$ cat src/rtl/instr_encoder_loader_pkg.sv
// Shared instruction-format definitions: format codes, special opcodes, NOP word and field positions.
package instr_encoder_loader_pkg;

    typedef enum logic [1:0] {
        FMT_A   = 2'd0,
        FMT_B   = 2'd1,
        FMT_C   = 2'd2,
        FMT_BAD = 2'd3
    } fmt_e;

    localparam logic [5:0]  OP_FMT_A = 6'b000000;
    localparam logic [5:0]  OP_B0    = 6'b100010;
    localparam logic [5:0]  OP_B1    = 6'b100011;
    localparam logic [31:0] NOP_WORD = 32'h0000003F;

    // Field LSB positions inside the 32-bit word, shared with the decoder.
    localparam int unsigned RSRC1_LSB  = 27;
    localparam int unsigned RSRC2_LSB  = 22;
    localparam int unsigned RDST_A_LSB = 17;
    localparam int unsigned RDST_B_LSB = 22;
    localparam int unsigned IMM_LSB    = 6;
    localparam int unsigned OPC_LSB    = 0;

    // Opcodes that select format (a) or (b) and so cannot appear as a format (c) opcode.
    function automatic logic is_reserved_op(input logic [5:0] op);
        return (op == OP_FMT_A) || (op == OP_B0) || (op == OP_B1);
    endfunction

endpackage

$ cat src/rtl/instr_field_packer.sv
// Combinational field packer: builds the 32-bit instruction word and flags illegal combinations.
module instr_field_packer
    import instr_encoder_loader_pkg::*;
(
    input  logic [1:0]  format,
    input  logic [4:0]  rsrc1,
    input  logic [4:0]  rsrc2,
    input  logic [4:0]  rdst,
    input  logic [16:0] opcode,
    input  logic [25:0] imm,
    output logic [31:0] word,
    output logic        illegal
);

    logic [31:0] raw;

    always_comb begin
        raw     = '0;
        illegal = 1'b0;
        case (fmt_e'(format))
            FMT_A: begin
                raw[RSRC1_LSB +: 5]  = rsrc1;
                raw[RSRC2_LSB +: 5]  = rsrc2;
                raw[RDST_A_LSB +: 5] = rdst;
                raw[OPC_LSB +: 17]   = opcode;
                illegal              = (opcode[5:0] != OP_FMT_A);
            end
            FMT_B: begin
                raw[RSRC1_LSB +: 5]  = rsrc1;
                raw[RDST_B_LSB +: 5] = rdst;
                raw[IMM_LSB +: 16]   = imm[15:0];
                raw[OPC_LSB +: 6]    = opcode[5:0];
                illegal              = !((opcode[5:0] == OP_B0) || (opcode[5:0] == OP_B1));
            end
            FMT_C: begin
                raw[IMM_LSB +: 26] = imm;
                raw[OPC_LSB +: 6]  = opcode[5:0];
                illegal            = is_reserved_op(opcode[5:0]);
            end
            default: illegal = 1'b1;
        endcase
        word = illegal ? NOP_WORD : raw;
    end

endmodule

$ cat src/rtl/instr_encoder_loader.sv
// Loads packed instruction words sequentially into instruction RAM with a 1-cycle write latency.
// Define INSTR_LOADER_NOP_PAD_EN to fill the unwritten tail of memory with NOP words after a load.
module instr_encoder_loader
    import instr_encoder_loader_pkg::*;
#(
    parameter int unsigned ADDR_W = 8,
    parameter int unsigned DEPTH  = 2 ** ADDR_W
) (
    input  logic              clk,
    input  logic              rst_n,
    input  logic              start,
    input  logic              in_valid,
    output logic              in_ready,
    input  logic              in_last,
    input  logic [1:0]        in_format,
    input  logic [4:0]        in_rsrc1,
    input  logic [4:0]        in_rsrc2,
    input  logic [4:0]        in_rdst,
    input  logic [16:0]       in_opcode,
    input  logic [25:0]       in_imm,
    output logic              mem_we,
    output logic [ADDR_W-1:0] mem_addr,
    output logic [31:0]       mem_wdata,
    output logic              busy,
    output logic              done,
    output logic              err_illegal,
    output logic              err_overflow
);

    localparam logic [ADDR_W-1:0] LAST_ADDR = ADDR_W'(DEPTH - 1);
    localparam logic [ADDR_W-1:0] ADDR_ONE  = ADDR_W'(1);

    typedef enum logic [2:0] {
        StIdle,
        StLoad,
        StFinish,
        StDone
`ifdef INSTR_LOADER_NOP_PAD_EN
        , StPad
`endif
    } state_e;

    state_e            state_q;
    logic [ADDR_W-1:0] addr_q;
    logic              full_q;
    logic [31:0]       packed_word;
    logic              packed_illegal;

    instr_field_packer u_packer (
        .format  (in_format),
        .rsrc1   (in_rsrc1),
        .rsrc2   (in_rsrc2),
        .rdst    (in_rdst),
        .opcode  (in_opcode),
        .imm     (in_imm),
        .word    (packed_word),
        .illegal (packed_illegal)
    );

    assign in_ready = (state_q == StLoad);
    assign done     = (state_q == StDone);
    assign busy     = (state_q != StIdle) && (state_q != StDone);

    always_ff @(posedge clk or negedge rst_n) begin
        if (!rst_n) begin
            state_q      <= StIdle;
            addr_q       <= '0;
            full_q       <= 1'b0;
            mem_we       <= 1'b0;
            mem_addr     <= '0;
            mem_wdata    <= '0;
            err_illegal  <= 1'b0;
            err_overflow <= 1'b0;
        end else begin
            mem_we <= 1'b0;
            case (state_q)
                StIdle, StDone: begin
                    if (start) begin
                        state_q      <= StLoad;
                        addr_q       <= '0;
                        full_q       <= 1'b0;
                        err_illegal  <= 1'b0;
                        err_overflow <= 1'b0;
                    end else if ((state_q == StDone) && in_valid && full_q) begin
                        err_overflow <= 1'b1;
                    end
                end
                StLoad: begin
                    if (in_valid) begin
                        mem_we    <= 1'b1;
                        mem_addr  <= addr_q;
                        mem_wdata <= packed_word;
                        if (packed_illegal) begin
                            err_illegal <= 1'b1;
                        end
                        // Counter saturates; a full finish only counts as such without in_last.
                        if (addr_q == LAST_ADDR) begin
                            full_q  <= !in_last;
                            state_q <= StFinish;
                        end else begin
                            addr_q <= addr_q + ADDR_ONE;
                            if (in_last) begin
                                state_q <= StFinish;
                            end
                        end
                    end
                end
                StFinish: begin
`ifdef INSTR_LOADER_NOP_PAD_EN
                    state_q <= (mem_addr != LAST_ADDR) ? StPad : StDone;
`else
                    state_q <= StDone;
`endif
                end
`ifdef INSTR_LOADER_NOP_PAD_EN
                StPad: begin
                    mem_we    <= 1'b1;
                    mem_addr  <= addr_q;
                    mem_wdata <= NOP_WORD;
                    if (addr_q == LAST_ADDR) begin
                        state_q <= StDone;
                    end else begin
                        addr_q <= addr_q + ADDR_ONE;
                    end
                end
`endif
                default: state_q <= StIdle;
            endcase
        end
    end

endmodule
$ cat config.mk
export PLATFORM = sky130hd
export DESIGN_NAME = instr_encoder_loader
export DESIGN_NICKNAME = d
export VERILOG_FILES = /design/src/rtl/instr_encoder_loader_pkg.sv /design/src/rtl/instr_field_packer.sv /design/src/rtl/instr_encoder_loader.sv
export SDC_FILE = /design/constraint.sdc
export NUM_CORES = 1
export LEC_CHECK = 0
export ABC_AREA = 1
export CORE_ASPECT_RATIO = 1.4
export CORE_MARGIN = 1
export CORE_UTILIZATION = 47
export CTS_CLUSTER_DIAMETER = 120
export DETAILED_ROUTE_END_ITERATION = 10
export GPL_TIMING_DRIVEN = 1
export PLACE_DENSITY = 0.83
export SKIP_CTS_REPAIR_TIMING = 1
export SYNTH_ARGS = -nofsm -noshare
export SYNTH_HDL_FRONTEND = slang
export SYNTH_SLANG_ARGS = --single-unit
$ cat constraint.sdc
create_clock -name clk -period 3.8 [get_ports clk]
set_input_delay 0.76 -clock clk [delete_from_list [all_inputs] [get_ports clk]]
set_output_delay 0.76 -clock clk [all_outputs]
set_load 0.1 [all_outputs]
==> run metrics, run 1 <==
outcome=finished clean; worst hold slack=0.493 ns; CTS tree=done; FF+latch count, synth=54; drt pass-1 iters=5; multiplexer area fraction after synthesis=0%; WS Path Type=reg -> out; CP bufs+invs=1; max_slew headroom=31.3%; Worst IR Drop VDD=0.771 mV; crit end category=output pin; CTS buffer count=5; Max Clock Freq=357 MHz; Post-Syn Area=0.00280 mm²; commonest non-fill, non-tap cell in the layout=nand2_1; most frequent cells in the layout=nand2_1 (150), clkdlybuf4s50_1 (107), dfrtp_1 (54); wire per inst=14.0 µm; Clock Latency Late Sink=0.30 ns; design area=0.00403 mm²; CTS H-tree lvls=2; # fillers=474; Largest stage delay, worst path=1.14 ns; Required @ worst endpoint=3.04 ns; Final Cycle Share=73.7%; HPWL after detailed placement=5550 µm; Post-Route Utilization=71.8%; gr usage total=25.9%; total die area=0.00626 mm²; Final setup viols=0; fin. max-slew vios=0; Synth cell types=24; post-layout min period=2.80 ns; row cnt=32; leakage=1.81 nW; Post-Synth Adder-Cell Area=1.79%; Critical Path AT=2.04 ns; Worst-Margin Slew=1.03 ns; port bufs=110; met1 WL=3030 µm; CP max-delay cell=clkdlybuf4s50_1; initial antenna violation count=0; crit path cell chain=ha_1 -> clkdlybuf4s50_1; share of layout cells above drive strength 1=6.04%; Root Driver=clkbuf_8; routability cong.=0.783; Pwr Density=882 mW/mm²; Clock transition at path regs=0.09 ns; die width=67.2 µm; Post-Synth XOR/XNOR Area=0%; Die H=93.2 µm; unrepaired setup endpoints after global routing=no; Post-synth EDFFs=0; Vias/cell=5.10; Starting Density=49.9%; Compound-Gate Fraction of Synth Area=12.3%; DRC=0; first-pass GRT wire length=12,200 µm; Clock Skews=0.00695 ns; endpoints failing hold=0; Mapped Cells=373; post-synthesis simple-gate area fraction=30.9%; DP Area=0.00393 mm²; CORE AREA=0.00561 mm²; Total Power=0.00355 W; type of the tightest min-delay check=reg -> reg; FF/Latch Area=0.00135 mm²; io pins=111; Syn Nets=442; register area share after synthesis=48.3%; WL met2=3950 µm; fraction of registers with async set/reset=100%; Initial DRC Count=150; largest family of logic cells by synthesized area=simple AND/OR/NAND/NOR gates; GRT Residual Overflow=0; nets=548; met3 WL=572 µm; pin count of the biggest net entering global routing=46; flop-to-flop setup slack=1.66 ns; Total Routed Length=7660 µm; Vias=2,795; synth warn=0; Setup TNS=0 ns; top layer in use=met4; CTS Buffer Depth=2; worst-path fanout max=4; Largest delay share family, worst path=buffers and inverters; clk sinks=54; Critical Path Source Type=register; max-cap violations=0; post-route ant nets=0; Syn Area/Cell=7.49 µm²; # diodes=0; ys flop type=dfrtp_1; vias in the first global route=2,659; area of the multi-input gates=0.00126 mm²; P&R area growth vs syn=44.0%
[synthesized netlist by cell type, types with 3 or more instances]
library cell,count,share of area [%]
o21bai_1,6,1.6
inv_1,25,3.4
nor2_2,3,0.67
nand4_1,3,0.67
or2_2,6,1.3
nand2_1,150,20
inv_2,3,0.40
nor2_1,10,1.3
dfrtp_1,54,48
ha_1,4,1.8
o21ai_1,26,4.7
o21ai_0,20,3.6
clkbuf_1,6,0.81
buf_2,8,1.4
a22o_1,5,1.6
nand3_1,34,6.1
a21oi_1,3,0.54
[tightest hold or removal path, delay by kind of cell (launching register included)]
family	cells	cell delay, ns
AND/OR/NAND/NOR	1	0.05
flip-flops	1	0.35
AO/OA/AOI/OAI	1	0.06
[where the power goes]
part,switching (W),total [W],internal (W)
Sequential,0.000111,0.000868,0.000757
Clock,0.000185,0.000332,0.000147
Combinational,0.00182,0.00235,0.000532
Total,0.00212,0.00355,0.00143
[registers in the layout, indices dropped and copies added (netlist names)]
register / cells
mem_addr: 8
mem_we: 1
addr_q: 8
mem_wdata: 32
full_q: 1
err_overflow: 1
err_illegal: 1
state_q: 2
[layer usage]
| layer | vias to the layer above | GRT usage, % |
|---|---|---|
| met1 | 1286 | 30.8 |
| li1 | 1407 | - |
| met3 | 6 | 6.59 |
| met5 | - | 0 |
| met2 | 96 | 43.9 |
| met4 | 0 | 9.75 |
[cells by family after synthesis]
logic type / Yosys count
buffers and inverters: 45
DFF: 54
adders and majority gates: 4
and+or+nand+nor: 209
AOI/OAI and AO/OA: 61
[path summary, 6_finish.rpt]
kind,to,from,cells after the start
worst max register to register,mem_wdata[6],state_q[0],6
min in group asynchronous,mem_wdata[29],rst_n,1
worst min-delay path,mem_addr[0],mem_addr[0],2
worst min register to register,mem_addr[0],mem_addr[0],2
max in group asynchronous,addr_q[6],rst_n,2
worst max-delay path,done,state_q[0],2
[final cells by class]
cell class / count / share of cell area, %
Clock buffer: 6 / 2.05
Timing Repair Buffer: 115 / 28.0
Multi-Input combinational cell: 274 / 31.2
Clock inverter: 2 / 0.311
Tap cell: 68 / 2.11
Sequential cell: 54 / 33.6
Inverter: 29 / 2.70
[through the flow]
step | instances | worst slack, ns
final | 548 | 1.00
after global routing | 548 | 0.938
after CTS | 548 | 0.995
after detailed placement | 540 | 1.18
after global placement | 540 | 1.24
after floorplan | 373 | 1.40
Power figures use the tool's default switching activity.
==> run 2, diff against run 1 <==
--- a/config.mk
+++ b/config.mk
@@ -8,11 +8,11 @@
 export ABC_AREA = 1
 export CORE_ASPECT_RATIO = 1.4
 export CORE_MARGIN = 1
-export CORE_UTILIZATION = 47
+export CORE_UTILIZATION = 39
 export CTS_CLUSTER_DIAMETER = 120
 export DETAILED_ROUTE_END_ITERATION = 10
 export GPL_TIMING_DRIVEN = 1
-export PLACE_DENSITY = 0.83
+export PLACE_DENSITY = 0.73
 export SKIP_CTS_REPAIR_TIMING = 1
 export SYNTH_ARGS = -nofsm -noshare
 export SYNTH_HDL_FRONTEND = slang
==> constraint.sdc (replaced) <==
create_clock -name clk -period 2.33 [get_ports clk]
set_input_delay 0.466 -clock clk [delete_from_list [all_inputs] [get_ports clk]]
set_output_delay 0.466 -clock clk [all_outputs]
set_load 0.1 [all_outputs]
==> run metrics, run 2 (synthesis gave the netlist of run 1 again) <==
die width=73.6 µm (+9.5%); initial antenna violation count=0 (unchanged); wire per inst=13.2 µm (-5.8%); max_slew headroom=54.5% (+23 points); CTS H-tree lvls=2 (unchanged); type of the tightest min-delay check=in -> async; Vias=2,784 (-0.39%); max-cap violations=0 (unchanged); nets=554 (+1.1%); GRT Residual Overflow=0 (unchanged); io pins=111 (unchanged); Clock transition at path regs=0.09 ns (about the same); top flop regs=mem_wdata: 32 flops, addr_q: 8 flops, mem_addr: 8 flops; Largest register FFs=32 (unchanged); Clock Latency Late Sink=0.30 ns (about the same); crit end category=output pin; Clock Skews=0.00936 ns (+0.00241 ns); Worst IR Drop VDD=1.50 mV (+94%); outcome=finished clean; Total Routed Length=7630 µm (-0.29%); vias in the first global route=2,607 (-2.0%); row cnt=36 (+13%); post-layout min period=1.91 ns; first-pass GRT wire length=12,600 µm (+3.3%); total die area=0.00751 mm² (+20%); share of layout cells above drive strength 1=16.1% (+10 points); drt pass-1 iters=4 (-1); Critical Path Source Type=register; DRC=0 (unchanged); Die H=102 µm (+9.6%); endpoints failing hold=0 (unchanged); worst hold slack=0.284 ns (-0.209 ns); crit path launch=state_q[0]; worst-path fanout max=4 (unchanged); CP max-delay cell=dfrtp_1; Final setup viols=0 (unchanged); Total Power=0.00577 W (+62%); Vias/cell=4.80 (-5.9%); routability cong.=0.803 (+2.5%); # fillers=670 (+41%); Setup TNS=0 ns (unchanged); WS Path Type=reg -> out; crit path cell chain=ha_1 -> inv_1 -> buf_12; leakage=1.91 nW (+5.3%); Pwr Density=1440 mW/mm² (+63%); RR Startpoint=state_q[0]; most frequent cells in the layout=nand2_1 (150), clkdlybuf4s50_1 (63), buf_4 (55); CORE AREA=0.00694 mm² (+24%); # diodes=0 (unchanged); Final Cycle Share=82.1%; pin count of the biggest net entering global routing=55 (+20%); Critical Path AT=1.45 ns (-0.59 ns); HPWL after detailed placement=5730 µm (+3.4%); Root Driver=clkbuf_8; clk sinks=54 (unchanged); commonest non-fill, non-tap cell in the layout=nand2_1; Largest Register=mem_wdata; fin. max-slew vios=0 (unchanged); port bufs=110 (unchanged); CTS buffer count=5 (unchanged); CTS Buffer Depth=2 (unchanged); unrepaired setup endpoints after global routing=no; post-route ant nets=0 (unchanged); Worst-Margin Slew=0.682 ns (-0.345 ns); Initial DRC Count=140 (-6.7%); Required @ worst endpoint=1.86 ns (-1.18 ns); P&R area growth vs syn=43.4%; Largest stage delay, worst path=0.43 ns (-0.71 ns); Post-Route Utilization=57.8% (-14 points); Starting Density=40.3% (-9.6 points); Max Clock Freq=523 MHz; gr usage total=21.6% (-4.4 points); CTS tree=done
[run 2: through the flow]
stage / setup slack (ns) / cell area, µm² / cells
2_1_floorplan: 0.232 / 2800 / 373
3_3_place_gp: 0.260 / 3930 / 573
3_5_place_dp: 0.253 / 3930 / 573
4_1_cts: 0.400 / 4010 / 580
5_1_grt: 0.314 / 4010 / 580
6_report: 0.417 / 4010 / 580
[run 2: metal layers]
| layer | share of wire (%) | GRT usage (%) | up-vias |
|---|---|---|---|
| met2 | 52 | 37.3 | 78 |
| met5 | 0 | 0 | - |
| met4 | 1.5 | 5.33 | 0 |
| li1 | - | - | 1420 |
| met1 | 42 | 27.7 | 1276 |
| met3 | 5.2 | 3.85 | 10 |
[run 2: power by group]
part | total, W | internal, W | switching (W)
Combinational | 0.00385 | 0.000868 | 0.00298
Clock | 0.000503 | 0.000207 | 0.000296
Sequential | 0.00142 | 0.00123 | 0.000182
[run 2: critical path: cells and delay by family, from the launching register on]
family | cells | cell delay [ns]
adders and majority gates | 1 | 0.35
buffers and inverters | 2 | 0.37
DFF | 1 | 0.43
[run 2: final cells by class]
class                   instances  area (µm²)  area share, %
flip-flops and latches         54        1350           33.7
multi-input cells             274        1260           31.4
repair buffers                121        1090           27.2
well taps                      95         119           2.97
inverters                      29         109           2.72
clock buffers                   6        72.6           1.81
clock inverters                 1        7.51          0.187
[run 2: final timing paths]
check,endpoint,slack [ns],depth (start not counted)
worst min-delay path,addr_q[1],0.28,2
worst max-delay path,busy,0.42,3
worst max register to register,addr_q[2],0.50,6
max in group asynchronous,mem_wdata[11],1.59,2
min in group clk,mem_addr[2],0.49,2
worst min register to register,mem_addr[2],0.49,2
==> run 3, diff against run 2 <==
--- a/config.mk
+++ b/config.mk
@@ -8,11 +8,11 @@
 export ABC_AREA = 1
 export CORE_ASPECT_RATIO = 1.4
 export CORE_MARGIN = 1
-export CORE_UTILIZATION = 39
+export CORE_UTILIZATION = 44
 export CTS_CLUSTER_DIAMETER = 120
 export DETAILED_ROUTE_END_ITERATION = 10
 export GPL_TIMING_DRIVEN = 1
-export PLACE_DENSITY = 0.73
+export PLACE_DENSITY = 0.78
 export SKIP_CTS_REPAIR_TIMING = 1
 export SYNTH_ARGS = -nofsm -noshare
 export SYNTH_HDL_FRONTEND = slang
==> constraint.sdc (replaced) <==
create_clock -name clk -period 1.87 [get_ports clk]
set_input_delay 0.374 -clock clk [delete_from_list [all_inputs] [get_ports clk]]
set_output_delay 0.374 -clock clk [all_outputs]
set_load 0.1 [all_outputs]
==> run metrics, run 3 (synthesis gave the netlist of run 1 again) <==
max-cap violations=0 (unchanged); nets=562 (+1.4%); met1 WL=3410 µm (+7.2%); Clock Skews=0.00330 ns (-0.00606 ns); worst setup margin=0.0888 ns (-0.329 ns); pin count of the biggest net entering global routing=36 (-35%); die width=69.4 µm (-5.7%); Largest register FFs=32 (unchanged); HPWL after detailed placement=6350 µm (+11%); type of the tightest min-delay check=in -> async; RR Startpoint=state_q[0]; endpoints failing hold=0 (unchanged); met3 WL=523 µm (+32%); most frequent cells in the layout=nand2_1 (150), clkdlybuf4s50_1 (63), dfrtp_1 (53); crit path cell chain=ha_4 -> clkinvlp_4 -> buf_12; design area=0.00455 mm² (+13%); Max Clock Freq=561 MHz; WL met2=4310 µm (+9.3%); Initial DRC Count=210 (+50%); initial antenna violation count=0 (unchanged); Clock transition at path regs=0.09 ns (about the same); Clock Latency Late Sink=0.30 ns (about the same); first-pass GRT wire length=13,600 µm (+8.6%); drt pass-1 iters=5 (+1); CTS Buffer Depth=2 (unchanged); # diodes=0 (unchanged); Worst IR Drop VDD=1.32 mV (-12%); # fillers=449 (-33%); FF-to-FF End=addr_q[1]; io pins=111 (unchanged); Die H=96.3 µm (-5.7%); Required @ worst endpoint=1.50 ns (-0.36 ns); post-layout min period=1.78 ns; CORE AREA=0.00617 mm² (-11%); Vias=2,971 (+6.7%); Total Routed Length=8330 µm (+9.1%); Total Power=0.00812 W (+41%); worst r2r path cells=7 (+1); Root Driver=clkbuf_8; vias in the first global route=2,821 (+8.2%); Critical Path AT=1.41 ns (-0.04 ns); outcome=finished clean; CP max-delay cell=dfrtp_2; row cnt=34 (-5.6%); fin. max-slew vios=0 (unchanged); Critical Path Source Type=register; Starting Density=45.3% (+5.0 points); top layer in use=met4; Final Cycle Share=95.3%; DRC=0 (unchanged); P&R area growth vs syn=62.6%; wire per inst=14.7 µm (+12%); Worst-Margin Slew=0.483 ns (-0.199 ns); crit end category=output pin; CTS tree=done; leakage=2.08 nW (+9.3%); routability cong.=0.866 (+7.9%); worst slack, placed=-0.0595 ns (-0.312 ns); top flop regs=mem_wdata: 32 flops, addr_q: 8 flops, mem_addr: 8 flops; Largest Register=mem_wdata; port bufs=110 (unchanged); share of layout cells above drive strength 1=18.2% (+2.1 points); clk sinks=54 (unchanged); Final setup viols=0 (unchanged); CTS H-tree lvls=2 (unchanged); flop-to-flop setup slack=0.24 ns (-0.26 ns); post-route ant nets=0 (unchanged); DP Area=0.00447 mm² (+14%); Largest stage delay, worst path=0.47 ns (+0.04 ns); max_slew headroom=67.8% (+13 points); CTS buffer count=5 (unchanged); Vias/cell=5.25 (+9.4%); WS Path Type=reg -> out; gr usage total=25.6% (+4.1 points); worst-path fanout max=4 (unchanged); unrepaired setup endpoints after global routing=no; GRT Residual Overflow=0 (unchanged); total die area=0.00668 mm² (-11%); Pwr Density=1790 mW/mm² (+24%); commonest non-fill, non-tap cell in the layout=nand2_1
[run 3: cell count changes in the layout (fill, tap and decap cells not counted), sizes merged]
cell,change
buf,+8
clkbuf,+2
inv,-1
[run 3: metal layers]
metal	vias to the layer above	global-route usage, %
met5	-	0
met4	0	6.63
met3	11	4.71
met2	126	45.5
met1	1393	32.3
li1	1441	-
[run 3: layout make-up]
cell class / count / area (µm²) / area share, %
repair buffers: 129 / 1620 / 35.7
well taps: 72 / 90.1 / 1.98
flip-flops and latches: 54 / 1350 / 29.8
inverters: 29 / 113 / 2.48
multi-input cells: 274 / 1290 / 28.3
clock buffers: 8 / 80.1 / 1.76
[run 3: worst max-delay path, delay by kind of cell, from the launching register on]
family	cells	cell delay, ns
buf+inv	2	0.33
fa+ha+maj	1	0.31
flops	1	0.47
[run 3: worst max-delay path by stage]
stage	start	endpoint	slack [ns]
after floorplan	state_q[0]	addr_q[6]	-0.11
after global placement	in_format[0]	mem_wdata[8]	-0.06
after detailed placement	in_format[0]	mem_wdata[7]	-0.06
after CTS	state_q[0]	busy	0.08
after global routing	state_q[0]	busy	0.03
final	state_q[0]	busy	0.09
[run 3: power by group]
| part | total (W) | internal, W | switching, W |
|---|---|---|---|
| Sequential | 0.00193 | 0.00154 | 0.000389 |
| Combinational | 0.00557 | 0.00178 | 0.00379 |
| Clock | 0.000619 | 0.000267 | 0.000352 |
| Total | 0.00812 | 0.00358 | 0.00454 |
[run 3: through the flow]
stage | TNS (ns) | hold WS, ns | util, % | instances
3_5_place_dp | -0.424 | 0.357 | 72.4 | 558
3_3_place_gp | -0.253 | 0.352 | 72.4 | 558
6_report | 0 | 0.0217 | 73.7 | 566
4_1_cts | 0 | 0.0303 | 73.7 | 566
5_1_grt | 0 | 0.0343 | 73.7 | 566
2_1_floorplan | -0.725 | 0.0784 | - | 373
